--- src/rtl/ahb_pkg.sv ---
// ahb_pkg: AHB-Lite transfer, size, burst and protection codes shared by the master.
package ahb_pkg;
    typedef enum logic [1:0] {
        HTRANS_IDLE   = 2'b00,
        HTRANS_BUSY   = 2'b01,
        HTRANS_NONSEQ = 2'b10,
        HTRANS_SEQ    = 2'b11
    } htrans_e;
    typedef enum logic [2:0] {
        HSIZE_BYTE = 3'b000,
        HSIZE_HALF = 3'b001,
        HSIZE_WORD = 3'b010
    } hsize_e;
    localparam logic [2:0] HBURST_SINGLE = 3'b000;
    localparam logic [3:0] HPROT_DEFAULT = 4'b0011;
    function automatic logic [2:0] hsize_of(input logic [2:0] sz);
        return sz & 3'b011;
    endfunction
endpackage

--- src/rtl/ahb_wait_timer.sv ---
// ahb_wait_timer: counts consecutive stalled data-phase cycles; expired marks the last allowed one.
module ahb_wait_timer #(
    parameter int TIMEOUT_CYCLES = 255
) (
    input  logic HCLK,
    input  logic HRESET,
    input  logic enable,
    input  logic HREADY,
    output logic expired
);
    localparam int W = $clog2(TIMEOUT_CYCLES + 1);
    logic [W-1:0] r_cnt;
    logic         w_stall;
    assign w_stall = enable && !HREADY;
    assign expired = w_stall && (r_cnt == W'(TIMEOUT_CYCLES - 1));
    always_ff @(posedge HCLK or posedge HRESET) begin
        if (HRESET) r_cnt <= '0;
        else        r_cnt <= w_stall ? r_cnt + 1'b1 : '0;
    end
endmodule

--- src/rtl/ahb_lite_master.sv ---
// ahb_lite_master: single-transfer AHB-Lite initiator with a pipelined command/response interface.
// Defining AHB_MASTER_TIMEOUT_EN adds a sticky data-phase timeout via ahb_wait_timer.
module ahb_lite_master
    import ahb_pkg::*;
#(
    parameter int TIMEOUT_CYCLES = 255
) (
    input  logic        HCLK,
    input  logic        HRESET,
    input  logic        cmd_valid,
    output logic        cmd_ready,
    input  logic [31:0] cmd_addr,
    input  logic [31:0] cmd_wdata,
    input  logic        cmd_write,
    input  logic [2:0]  cmd_size,
    output logic        rsp_valid,
    output logic        rsp_err,
    output logic [31:0] rsp_rdata,
    output logic        timeout,
    output logic [31:0] HADDR,
    output logic [31:0] HWDATA,
    output logic [1:0]  HTRANS,
    output logic        HWRITE,
    output logic [2:0]  HSIZE,
    output logic [2:0]  HBURST,
    output logic [3:0]  HPROT,
    input  logic [31:0] HRDATA,
    input  logic        HREADY,
    input  logic        HRESP
);
    logic        r_live;
    logic        r_addr_pend;
    logic        r_data_pend;
    logic        r_data_write;
    logic        r_hwrite;
    logic        r_rsp_valid;
    logic        r_rsp_err;
    htrans_e     r_htrans;
    logic [2:0]  r_hsize;
    logic [31:0] r_haddr;
    logic [31:0] r_wdata;
    logic [31:0] r_hwdata;
    logic [31:0] r_rsp_rdata;
    logic        w_accept;
    logic        w_addr_done;
    logic        w_data_done;
    logic        w_expired;

`ifdef AHB_MASTER_TIMEOUT_EN
    logic r_timeout;
    ahb_wait_timer #(.TIMEOUT_CYCLES(TIMEOUT_CYCLES)) u_wait_timer (
        .HCLK    (HCLK),
        .HRESET  (HRESET),
        .enable  (r_data_pend),
        .HREADY  (HREADY),
        .expired (w_expired)
    );
    always_ff @(posedge HCLK or posedge HRESET) begin
        if (HRESET)         r_timeout <= 1'b0;
        else if (w_expired) r_timeout <= 1'b1;
    end
    assign timeout = r_timeout;
`else
    assign w_expired = 1'b0;
    assign timeout   = 1'b0;
`endif

    // r_live keeps cmd_ready low until the first edge after reset release
    assign cmd_ready   = r_live && !timeout && (!r_addr_pend || HREADY);
    assign w_accept    = cmd_valid && cmd_ready;
    assign w_addr_done = r_addr_pend && HREADY;
    assign w_data_done = r_data_pend && HREADY;

    assign HADDR     = r_haddr;
    assign HWDATA    = r_hwdata;
    assign HTRANS    = r_htrans;
    assign HWRITE    = r_hwrite;
    assign HSIZE     = r_hsize;
    assign HBURST    = HBURST_SINGLE;
    assign HPROT     = HPROT_DEFAULT;
    assign rsp_valid = r_rsp_valid;
    assign rsp_err   = r_rsp_err;
    assign rsp_rdata = r_rsp_rdata;

    always_ff @(posedge HCLK or posedge HRESET) begin
        if (HRESET) begin
            r_live       <= 1'b0;
            r_addr_pend  <= 1'b0;
            r_data_pend  <= 1'b0;
            r_data_write <= 1'b0;
            r_hwrite     <= 1'b0;
            r_rsp_valid  <= 1'b0;
            r_rsp_err    <= 1'b0;
            r_htrans     <= HTRANS_IDLE;
            r_hsize      <= 3'b000;
            r_haddr      <= '0;
            r_wdata      <= '0;
            r_hwdata     <= '0;
            r_rsp_rdata  <= '0;
        end else begin
            r_live      <= 1'b1;
            r_rsp_valid <= w_data_done || w_expired;
            r_rsp_err   <= (w_data_done && HRESP) || w_expired;
            r_rsp_rdata <= (w_data_done && !r_data_write && !HRESP) ? HRDATA : '0;
            if (w_expired) begin
                r_data_pend <= 1'b0;
            end else if (w_addr_done) begin
                r_data_pend  <= 1'b1;
                r_data_write <= r_hwrite;
                r_hwdata     <= r_wdata;
            end else if (w_data_done) begin
                r_data_pend <= 1'b0;
            end
            // an error in the data phase does not touch a pending address phase
            if (w_accept) begin
                r_addr_pend <= 1'b1;
                r_htrans    <= HTRANS_NONSEQ;
                r_haddr     <= cmd_addr;
                r_hwrite    <= cmd_write;
                r_hsize     <= hsize_of(cmd_size);
                r_wdata     <= cmd_wdata;
            end else if (w_addr_done || w_expired) begin
                r_addr_pend <= 1'b0;
                r_htrans    <= HTRANS_IDLE;
            end
        end
    end
endmodule

--- config.mk ---
export PLATFORM = sky130hd
export DESIGN_NAME = ahb_lite_master
export DESIGN_NICKNAME = d
export VERILOG_FILES = /design/src/rtl/ahb_pkg.sv /design/src/rtl/ahb_wait_timer.sv /design/src/rtl/ahb_lite_master.sv
export SDC_FILE = /design/constraint.sdc
export NUM_CORES = 1
export LEC_CHECK = 0
export CORE_ASPECT_RATIO = 1.5
export CORE_UTILIZATION = 35
export DETAILED_ROUTE_END_ITERATION = 7
export HOLD_SLACK_MARGIN = 0.12
export PLACE_DENSITY = 0.68
export SLEW_MARGIN = 20
export SYNTH_ARGS = -nofsm -noshare
export SYNTH_HDL_FRONTEND = slang
export SYNTH_HIERARCHICAL = 1
export SYNTH_SLANG_ARGS = --single-unit
export TNS_END_PERCENT = 100
--- constraint.sdc ---
create_clock -name HCLK -period 4.88 [get_ports HCLK]
set_input_delay 0.488 -clock HCLK [delete_from_list [all_inputs] [get_ports HCLK]]
set_output_delay 0.488 -clock HCLK [all_outputs]
set_load 0.01 [all_outputs]
* Word level (Yosys, flattened, before mapping)
Cells that the tools add are included.
Widths: inputs -> output; s select.
** Storage, ports and cells
- Output and inout bits :: 113
- Register bits after elaboration :: 139
- Input port bits :: 105
- Word-level logic and storage cells :: 33
** Cells by class
- Muxes and demuxes :: 7
- Reductions and logical operators :: 13
** Operators with widths (number)
- $mux 32 :: 1
- $logic_and 1x1->1 :: 7
- $mux 1 :: 4
- $mux 2 :: 2
- $reduce_bool 2->1 :: 2
- $logic_not 1->1 :: 3
- $logic_or 1x1->1 :: 1

* Logic depth before layout (Yosys ltp)
Gate-level depths: netlist (run 1).
- Word-level depth :: 5
- Gate-level depth with buffers :: 5
- Mapped depth without buffers :: 3

* Least setup slack after synthesis (run 1)
Ideal clock, no wire load.
- Kind :: input to register
- Start point :: input HREADY
- End point :: register r_haddr[0], in the netlist HADDR[0]
- Stages :: 5
- Slack :: 3.379 ns
- Library setup time :: 0.125 ns
- Arrival :: 1.376 ns
- Path buffers :: 2
- Data required time :: 4.755 ns
- Cells stage by stage :: nand2b_1 > nor2b_4 > buf_6 > buf_8 > mux2_4
** On the way
- Word-level cells in the longest chain between the ends :: 3
** RTL lines
- start: declaration :: line ahb_lite_master.sv:28 : input logic HREADY,
- $logic_or 1x1->1 :: line ahb_lite_master.sv:69 : assign cmd_ready = r_live && !timeout && (!r_addr_pend || HREADY);
- $logic_and 1x1->1 :: line ahb_lite_master.sv:69
- $logic_and 1x1->1 :: line ahb_lite_master.sv:70 : assign w_accept = cmd_valid && cmd_ready;
- end signal: assignment :: line ahb_lite_master.sv:118 : r_haddr <= cmd_addr;
- end: declaration :: line ahb_lite_master.sv:40 : logic [31:0] r_haddr;
Every way passes these cells.
A chain may end at the register's enable or synchronous reset.

* Worst setup path in the final report (run 1)
- Start point :: input HREADY
- End point :: register r_hwrite, in the netlist HWRITE
** On the way
- Word-level cells in the longest chain between the ends :: 3
** RTL lines
- $logic_or 1x1->1 :: line ahb_lite_master.sv:69
- $logic_and 1x1->1 :: line ahb_lite_master.sv:69
- $logic_and 1x1->1 :: line ahb_lite_master.sv:70
- end signal: assignment :: line ahb_lite_master.sv:119 : r_hwrite <= cmd_write;
- end: declaration :: line ahb_lite_master.sv:35 : logic r_hwrite;
Every way passes these cells.

==> results.py, run 1 <==
metrics = {
    "setup_path": {
        "cp_top_family": "buffers and inverters",
        "critPathLaunchType": "input pin",
        "reg2reg_depth": 4,
        "r2r-start": "HTRANS[1]",
        "crit_path_top_delay_cell": "buf_4",
        "reg2reg_slack_ps": 2730,
        "rr_endpoint": "HWRITE",
        "critPathRequiredTime_ps": 5170,
        "worstPathArrival_ps": 2710,
        "path_depth": 5,
        "path_cells": "clkdlybuf4s50_1, nand2b_1, nor2b_4, buf_4, mux2_2",
        "worstSetupEndpointType": "flip-flop",
        "slowest_delay_ps": 770,
        "worstPathMaxFanout": 62,
        "path_buf_inv": 2,
        "crit_type": "in -> reg",
    },
    "clocking": {
        "cts_max_level": 4,
        "postCtsResizedCells": 0,
        "cts.clk_slew.worst_paths_ps": 60,
        "cts_tree": "yes",
        "clock_path_buffers": 2,
        "cts_num_sinks": 137,
        "clk_root_buffer_cell": "clkbuf_16",
        "post_cts_buffers": 0,
        "worstSkewPairLatency_ps": 410,
        "cts_buffers": 17,
        "cts_hold_buffers": 0,
    },
    "grt": {
        "grt_use_met2_pct": 26.10,
        "met1_usage_pct": 16.79,
        "antenna_found_initial": 0,
        "grt_pass1_wl_um": 17520,
        "grtUsageMet3_pct": 6.639,
        "grt_pass1_vias": 3474,
        "grt_usage_pct": 15.36,
        "top_usage_layer": "met2",
        "grt-ovfl-total": 0,
        "grt_max_degree": 109,
    },
    "layout": {
        "final_common_cell": "clkdlybuf4s50_1",
        "syn_to_final_growth_pct": 54.09,
        "n_antenna_cell": 0,
        "stdcell_area_um2": 7916,
        "post_route_cells_drive_above_1_share_pct": 25.70,
        "fin_nets": 625,
        "layout_common_cells": "clkdlybuf4s50_1, dfrtp_1, mux2_2, and2_1, mux2_4",
    },
    "power": {
        "p_sw_uw": 851.4,
        "p_per_area_nw_per_um2": 442.8,
        "swShare_pct": 24.29,
        "leakage_uw": 0.003452,
        "p_seq_share_pct": 41.1,
        "totalPowerFinal_uw": 3505,
        "p_clk_share_pct": 37.2,
        "ir_worst_vdd_mv": 0.1797,
        "intPower_uw": 2654,
        "power_frac_comb_pct": 21.7,
    },
    "place": {
        "place_congestion": 0.7046,
        "dp_hpwl_um": 7605,
        "pre_cts_ws_ps": 2022,
        "io_buffer_count": 206,
        "placed_area_um2": 7316,
    },
    "detailed_routing": {
        "routed_wl_um": 11040,
        "vias": 3174,
        "drt_pass1_iterations": 3,
        "dr.first_iter.drc_count": 54,
        "ant_nets": 0,
        "drc_errors": 0,
        "viasPerCell": 4.378,
        "wl_per_cell_um": 15.23,
    },
    "timing": {
        "slew_headroom_pct": 34.26,
        "max_freq_ghz": 0.4131,
        "hold_slack_ps": 499.9,
        "clock_skew_ps": 8.745,
        "fin_ws_ps": 2459,
        "fin_crit_sh_pct": 49.61,
        "rsz0062_at_grt": "no",
        "maxSlewViolCount": 0,
        "setup-violations-final": 0,
        "setup_tns_ps": 0,
        "finalCriticalPeriod_ps": 2421,
        "worstMarginPinSlew_ps": 986.1,
        "hold_viol": 0,
    },
    "floorplanning": {
        "core_area_um2": 14190,
        "io_pins": 218,
        "die_w_um": 100.9,
        "initial_core_util_pct": 36.20,
        "rows": 53,
        "dieArea_um2": 15180,
        "die_y_um": 150.4,
    },
    "run_status": {
        "status": "completed",
    },
    "synth": {
        "netlist_area_um2": 5137,
        "syn_inst": 307,
        "seq_area_frac_synth_pct": 66.73,
        "yosysWarningCount": 6,
        "syn_area_per_cell_um2": 16.73,
        "ys_types": 17,
        "synth_seq_cells": 137,
    },
    "job": {
        "drv_cap": 0,
    },
    "hold_path": {
        "hold_depth": 1,
        "min_path_type": "reg -> reg",
        "worstHoldEndpoint": "HWDATA[12]",
        "hold_path_startpoint": "r_wdata[12]",
    },
}
routing by layer:
metal  wire, um  vias to the layer above
li1           -                     1440
met1       4077                     1580
met2       5754                      141
met3       1029                       13
met4        179                        0
met5          0                        -
kinds of logic (layout without fill, tap and decap cells):
group / count (synthesis) / in the layout / synth area share, %
AOI/OAI and AO/OA: 1 / 1 / 0.09732
buffers and inverters: 26 / 243 / 3.799
DFF: 137 / 137 / 66.73
muxes: 100 / 100 / 24.11
other: 2 / 11 / 0.1462
and+or+nand+nor: 41 / 41 / 5.114
synth_stat cells, drive strengths merged:
cell type / number / area, um^2
and3: 1 / 6.260
mux2: 100 / 1239
nor3b: 1 / 12.51
nand2: 3 / 11.26
nand2b: 1 / 6.260
conb: 2 / 7.510
buf: 21 / 176.4
and2: 34 / 212.7
dfrtp: 137 / 3428
o21ai: 1 / 5.000
inv: 2 / 7.510
clkbuf: 3 / 11.26
nor2b: 1 / 13.76
power by group through the flow:
| stage | registers (uW) | logic, uW | clock network (uW) |
|---|---|---|---|
| floorplan | 1520 | 269 | 0 |
| global placement | 1450 | 761 | 0 |
| detailed placement | 1460 | 773 | 0 |
| CTS | 1440 | 777 | 1340 |
| global route | 1470 | 815 | 1390 |
| finish | 1440 | 761 | 1300 |
how the worst max path moves through the flow:
stage,startpoint,end,slack [ps]
2_1_floorplan,HRESET,HADDR[0],720
3_3_place_gp,HREADY,HADDR[26],2040
3_5_place_dp,HREADY,r_wdata[0],2020
4_1_cts,HREADY,r_wdata[0],2450
5_1_grt,HREADY,r_wdata[0],2350
6_report,HREADY,HWRITE,2460
state kept, by name (all words and copies together), names as in the netlist:
register and flops:
r_data_pend 1, HWDATA 32, HTRANS 1, r_live 1
rsp_rdata 32, HSIZE 2, r_wdata 32, rsp_valid 1
rsp_err 1, HADDR 32, HWRITE 1, r_data_write 1
area by class of cell:
cell class / instances / area (um^2)
clock buffers: 19 / 432.9
clock inverters: 13 / 167.7
fillers: 1175 / 6275
inverters: 2 / 12.51
multi-input cells: 153 / 1550
flip-flops and latches: 137 / 3428
well taps: 192 / 240.2
repair buffers: 209 / 2085
metrics by stage:
stage / std cells / utilization (%)
after global placement: 693 / 51.55
final: 725 / 55.78
after detailed placement: 693 / 51.55
after floorplan: 316 / -
after global routing: 725 / 55.78
after CTS: 725 / 55.78
No activity file was read; power rests on OpenSTA's default activity.
==> run 2: changes to the inputs <==
==> constraint.sdc (replaced) <==
create_clock -name HCLK -period 2.5 [get_ports HCLK]
set_input_delay 0.25 -clock HCLK [delete_from_list [all_inputs] [get_ports HCLK]]
set_output_delay 0.25 -clock HCLK [all_outputs]
set_load 0.01 [all_outputs]
==> results.py, run 2 (synthesized netlist as in run 1, its figures left out) <==
metrics = {
    "layout": {
        "utilization_pct": 56.46,
        "syn_to_final_growth_pct": 55.97,
        "n_antenna_cell": 0,
        "final_common_cell": "clkdlybuf4s50_1",
        "stdcell_area_um2": 8013,
        "fill_cells": 1211,
        "fin_nets": 628,
        "post_route_cells_drive_above_1_share_pct": 26.22,
        "multi_input_area_um2": 1550,
        "ff_latch_area_um2": 3428,
        "layout_common_cells": "clkdlybuf4s50_1, dfrtp_1, mux2_2, and2_1, mux2_4",
    },
    "setup_path": {
        "worstPathArrival_ps": 1660,
        "r2r-start": "HTRANS[1]",
        "slowest_delay_ps": 550,
        "reg2reg_slack_ps": 950,
        "crit_top_cell": "clkdlybuf4s50_1",
        "crit_type": "in -> out",
        "worstPathMaxFanout": 5,
        "crit_path_top_delay_cell": "clkdlybuf4s50_1",
        "critPathLaunchType": "input pin",
        "worstSetupEndpointType": "primary output",
        "critPathRequiredTime_ps": 2250,
        "reg2reg_depth": 4,
        "rr_endpoint": "HADDR[25]",
        "path_cells": "clkdlybuf4s50_1, nand2b_1, and2_1, clkdlybuf4s50_1",
    },
    "floorplanning": {
        "io_pins": 218,
        "initial_core_util_pct": 36.20,
        "die_w_um": 100.9,
        "die_y_um": 150.4,
        "dieArea_um2": 15180,
        "rows": 53,
        "core_area_um2": 14190,
    },
    "clocking": {
        "clk_root_buffer_cell": "clkbuf_16",
        "cts_hold_buffers": 0,
        "cts_buffers": 17,
        "post_cts_buffers": 0,
        "clock_path_buffers": 2,
        "cts_max_level": 4,
        "worstSkewPairLatency_ps": 410,
        "cts.clk_slew.worst_paths_ps": 60,
        "cts_tree": "yes",
        "cts_num_sinks": 137,
        "postCtsResizedCells": 0,
    },
    "power": {
        "ir_worst_vdd_mv": 0.5439,
        "leakage_uw": 0.003485,
        "p_per_area_nw_per_um2": 867.6,
        "totalPowerFinal_uw": 6952,
    },
    "grt": {
        "grt_usage_pct": 15.57,
        "grtUsageMet3_pct": 5.896,
        "grt_pass1_wl_um": 17760,
        "grt_pass1_vias": 3608,
        "top_usage_layer": "met2",
        "grt-ovfl-total": 0,
        "met1_usage_pct": 16.43,
        "grt_max_degree": 73,
        "antenna_found_initial": 0,
        "grt_use_met2_pct": 27.26,
    },
    "detailed_routing": {
        "viasPerCell": 4.379,
        "vias": 3179,
        "drc_errors": 0,
        "routed_wl_um": 11250,
        "drt_pass1_iterations": 4,
        "wl_per_cell_um": 15.49,
        "ant_nets": 0,
        "dr.first_iter.drc_count": 50,
    },
    "hold_path": {
        "min_path_type": "in -> async",
    },
    "timing": {
        "setup_tns_ps": 0,
        "maxSlewViolCount": 0,
        "finalCriticalPeriod_ps": 1912,
        "clock_skew_ps": 8.497,
        "fin_crit_sh_pct": 76.48,
        "max_freq_ghz": 0.5230,
        "hold_slack_ps": 314.8,
        "hold_viol": 0,
        "setup-violations-final": 0,
        "rsz0062_at_grt": "no",
    },
    "place": {
        "place_congestion": 0.7137,
        "dp_hpwl_um": 8006,
        "placed_area_um2": 7387,
        "io_buffer_count": 206,
    },
    "run_status": {
        "status": "completed",
    },
    "job": {
        "drv_cap": 0,
    },
}
run 2: area by class of cell:
type | instances | share of cell area (%)
clock buffer | 19 | 5.653
sequential | 137 | 42.79
inverter | 2 | 0.1405
timing repair buffer | 212 | 26.92
multi-input combinational | 153 | 19.35
clock inverter | 11 | 2.155
tap | 192 | 2.998
run 2: worst max-delay path by stage:
stage / slack (ps) / startpoint / cells past startpoint / endpoint
finish: 590 / HREADY / 4 / cmd_ready
CTS: 580 / HREADY / 4 / cmd_ready
floorplan: 540 / HRESET / 1 / HADDR[0]
global placement: 510 / HREADY / 5 / HADDR[27]
detailed placement: 460 / HREADY / 5 / HADDR[25]
global route: 480 / HREADY / 4 / cmd_ready
run 2: critical path, delay by kind of cell:
family                 cells  cell delay, ps
buffers and inverters      2            1090
AND/OR/NAND/NOR            2             320
run 2: through the flow:
| step | worst slack (ps) | std cells |
|---|---|---|
| 6_report | 588.1 | 726 |
| 5_1_grt | 477.9 | 726 |
| 4_1_cts | 578.8 | 726 |
| 3_5_place_dp | 461.7 | 696 |
| 3_3_place_gp | 514.0 | 696 |
| 2_1_floorplan | 542.9 | 316 |
run 2: report_power, final:
part	leakage (uW)	internal [uW]	switching, uW
logic	0.00151	998	506
clock network	0.000293	1710	928
registers	0.00169	2610	195
run 2: per-layer routing:
metal / vias to the layer above / routed length, um
met5: - / 0
li1: 1442 / -
met2: 151 / 5922
met3: 21 / 901
met1: 1565 / 4189
met4: 0 / 234
==> run 3: changes to the inputs <==
==> constraint.sdc (replaced) <==
create_clock -name HCLK -period 1.89 [get_ports HCLK]
set_input_delay 0.189 -clock HCLK [delete_from_list [all_inputs] [get_ports HCLK]]
set_output_delay 0.189 -clock HCLK [all_outputs]
set_load 0.01 [all_outputs]
==> results.py, run 3 (synthesized netlist as in run 1, its figures left out) <==
metrics = {
    "power": {
        "power_frac_comb_pct": 23.1,
        "leakage_uw": 0.003508,
        "p_per_area_nw_per_um2": 1085,
        "p_sw_uw": 2189,
        "p_seq_share_pct": 42.7,
        "ir_worst_vdd_mv": 0.4985,
        "totalPowerFinal_uw": 8713,
        "swShare_pct": 25.12,
        "p_clk_share_pct": 34.2,
        "intPower_uw": 6524,
    },
    "setup_path": {
        "crit_path_top_delay_cell": "clkdlybuf4s50_1",
        "crit_type": "reg -> out",
        "r2r-start": "HTRANS[1]",
        "worstSetupEndpointType": "primary output",
        "critPathLaunchType": "flip-flop",
        "worstPathMaxFanout": 3,
        "worstPathArrival_ps": 1390,
        "cp_top_family": "buffers and inverters",
        "critPathRequiredTime_ps": 1700,
        "path_buf_inv": 1,
        "slowest_delay_ps": 610,
        "path_cells": "clkdlybuf4s50_1",
        "crit_path_start": "HTRANS[1]",
    },
    "layout": {
        "stdcell_area_um2": 8031,
        "syn_to_final_growth_pct": 56.33,
        "instances_no_fill": 735,
        "n_antenna_cell": 0,
        "ff_latch_area_um2": 3428,
        "utilization_pct": 56.60,
        "fin_nets": 635,
        "multi_input_area_um2": 1550,
        "post_route_cells_drive_above_1_share_pct": 27.07,
        "fill_cells": 1216,
        "layout_common_cells": "clkdlybuf4s50_1, dfrtp_1, mux2_2, and2_1, mux2_4",
        "final_common_cell": "clkdlybuf4s50_1",
    },
    "detailed_routing": {
        "routed_wl_um": 11230,
        "wl_per_cell_um": 15.27,
        "vias": 3233,
        "drc_errors": 0,
        "dr.first_iter.drc_count": 62,
        "ant_nets": 0,
        "drt_pass1_iterations": 4,
        "viasPerCell": 4.399,
    },
    "grt": {
        "grt_pass1_vias": 3502,
        "grt-ovfl-total": 0,
        "antenna_found_initial": 0,
        "grt_max_degree": 40,
        "grt_pass1_wl_um": 17710,
        "grt_usage_pct": 15.51,
    },
    "timing": {
        "max_freq_ghz": 0.6319,
        "hold_slack_ps": 191.5,
        "maxSlewViolCount": 0,
        "slew_headroom_pct": 63.56,
        "clock_skew_ps": 6.844,
        "finalCriticalPeriod_ps": 1582,
        "hold_viol": 0,
        "worstMarginPinSlew_ps": 545.4,
        "setup-violations-final": 0,
        "rsz0062_at_grt": "no",
        "fin_crit_sh_pct": 83.73,
    },
    "place": {
        "dp_cells": 703,
        "placed_area_um2": 7490,
        "dp_hpwl_um": 8134,
        "io_buffer_count": 206,
        "place_congestion": 0.7127,
    },
    "floorplanning": {
        "dieArea_um2": 15180,
        "die_y_um": 150.4,
        "initial_core_util_pct": 36.20,
        "core_area_um2": 14190,
        "io_pins": 218,
        "die_w_um": 100.9,
        "rows": 53,
    },
    "clocking": {
        "cts_tree": "yes",
        "clock_path_buffers": 2,
        "cts_num_sinks": 137,
        "post_cts_buffers": 0,
        "cts.clk_slew.worst_paths_ps": 60,
        "cts_buffers": 17,
        "clk_root_buffer_cell": "clkbuf_16",
        "cts_max_level": 4,
        "worstSkewPairLatency_ps": 400,
    },
    "run_status": {
        "status": "completed",
    },
    "hold_path": {
        "min_path_type": "in -> async",
    },
    "job": {
        "drv_cap": 0,
    },
}
run 3: changes by cell type in the layout (fill, tap and decap cells not counted):
cell,change
buf_12,+4
inv_6,+4
bufinv_16,-4
dlymetal6s2s_1,+1
clkbuf_8,-1
clkbuf_1,+2
buf_4,+3
clkdlybuf4s50_1,-1
clkinv_2,+1
run 3: worst paths after layout:
check	endpoint	slack, ps	cells past startpoint
setup / recovery	HTRANS[1]	310	1
hold / removal	rsp_rdata[12]	190	2
setup reg to reg	r_wdata[16]	360	4
hold reg to reg	HWDATA[24]	500	1
max in group asynchronous	r_wdata[10]	1120	3
min in group HCLK	rsp_rdata[5]	330	2
run 3: through the flow:
stage                     setup TNS [ps]  worst slack (ps)
after floorplan                   -840.2            -6.133
after global placement                 0             61.02
after detailed placement               0             64.58
after CTS                              0             34.31
after global routing                   0             228.1
final                                  0             307.6
run 3: power by group through the flow:
stage	Clock (uW)	Combinational (uW)	Sequential (uW)
after floorplan	0	695	3920
after global placement	0	2000	3750
after global routing	3220	2150	3790
after CTS	3090	2050	3730
final	2980	2010	3720
after detailed placement	0	2040	3770
run 3: routing by layer:
metal  part of all wire (%)  vias up  wire [um]  GRT usage, %
met3                    8.0       14        893         6.778
met2                     51      140       5750         25.99
met1                     39     1614       4413         17.24
li1                       -     1465          -             -
met4                    1.5        0        170         6.014
met5                      0        -          0             0
run 3: area by class of cell:
cell class                      count  area share (%)
Clock buffer                       20           5.562
Sequential cell                   137           42.69
Timing Repair Buffer              219           28.17
Inverter                            2          0.1402
Tap cell                          192           2.991
Multi-Input combinational cell    153           19.30
Clock inverter                     12           1.153
run 3: repair_timing:
action / CTS / global route
gates resized for setup: 0 / 1
hold buffers: 0 / 0
endpoints found under the setup margin: 0 / 1
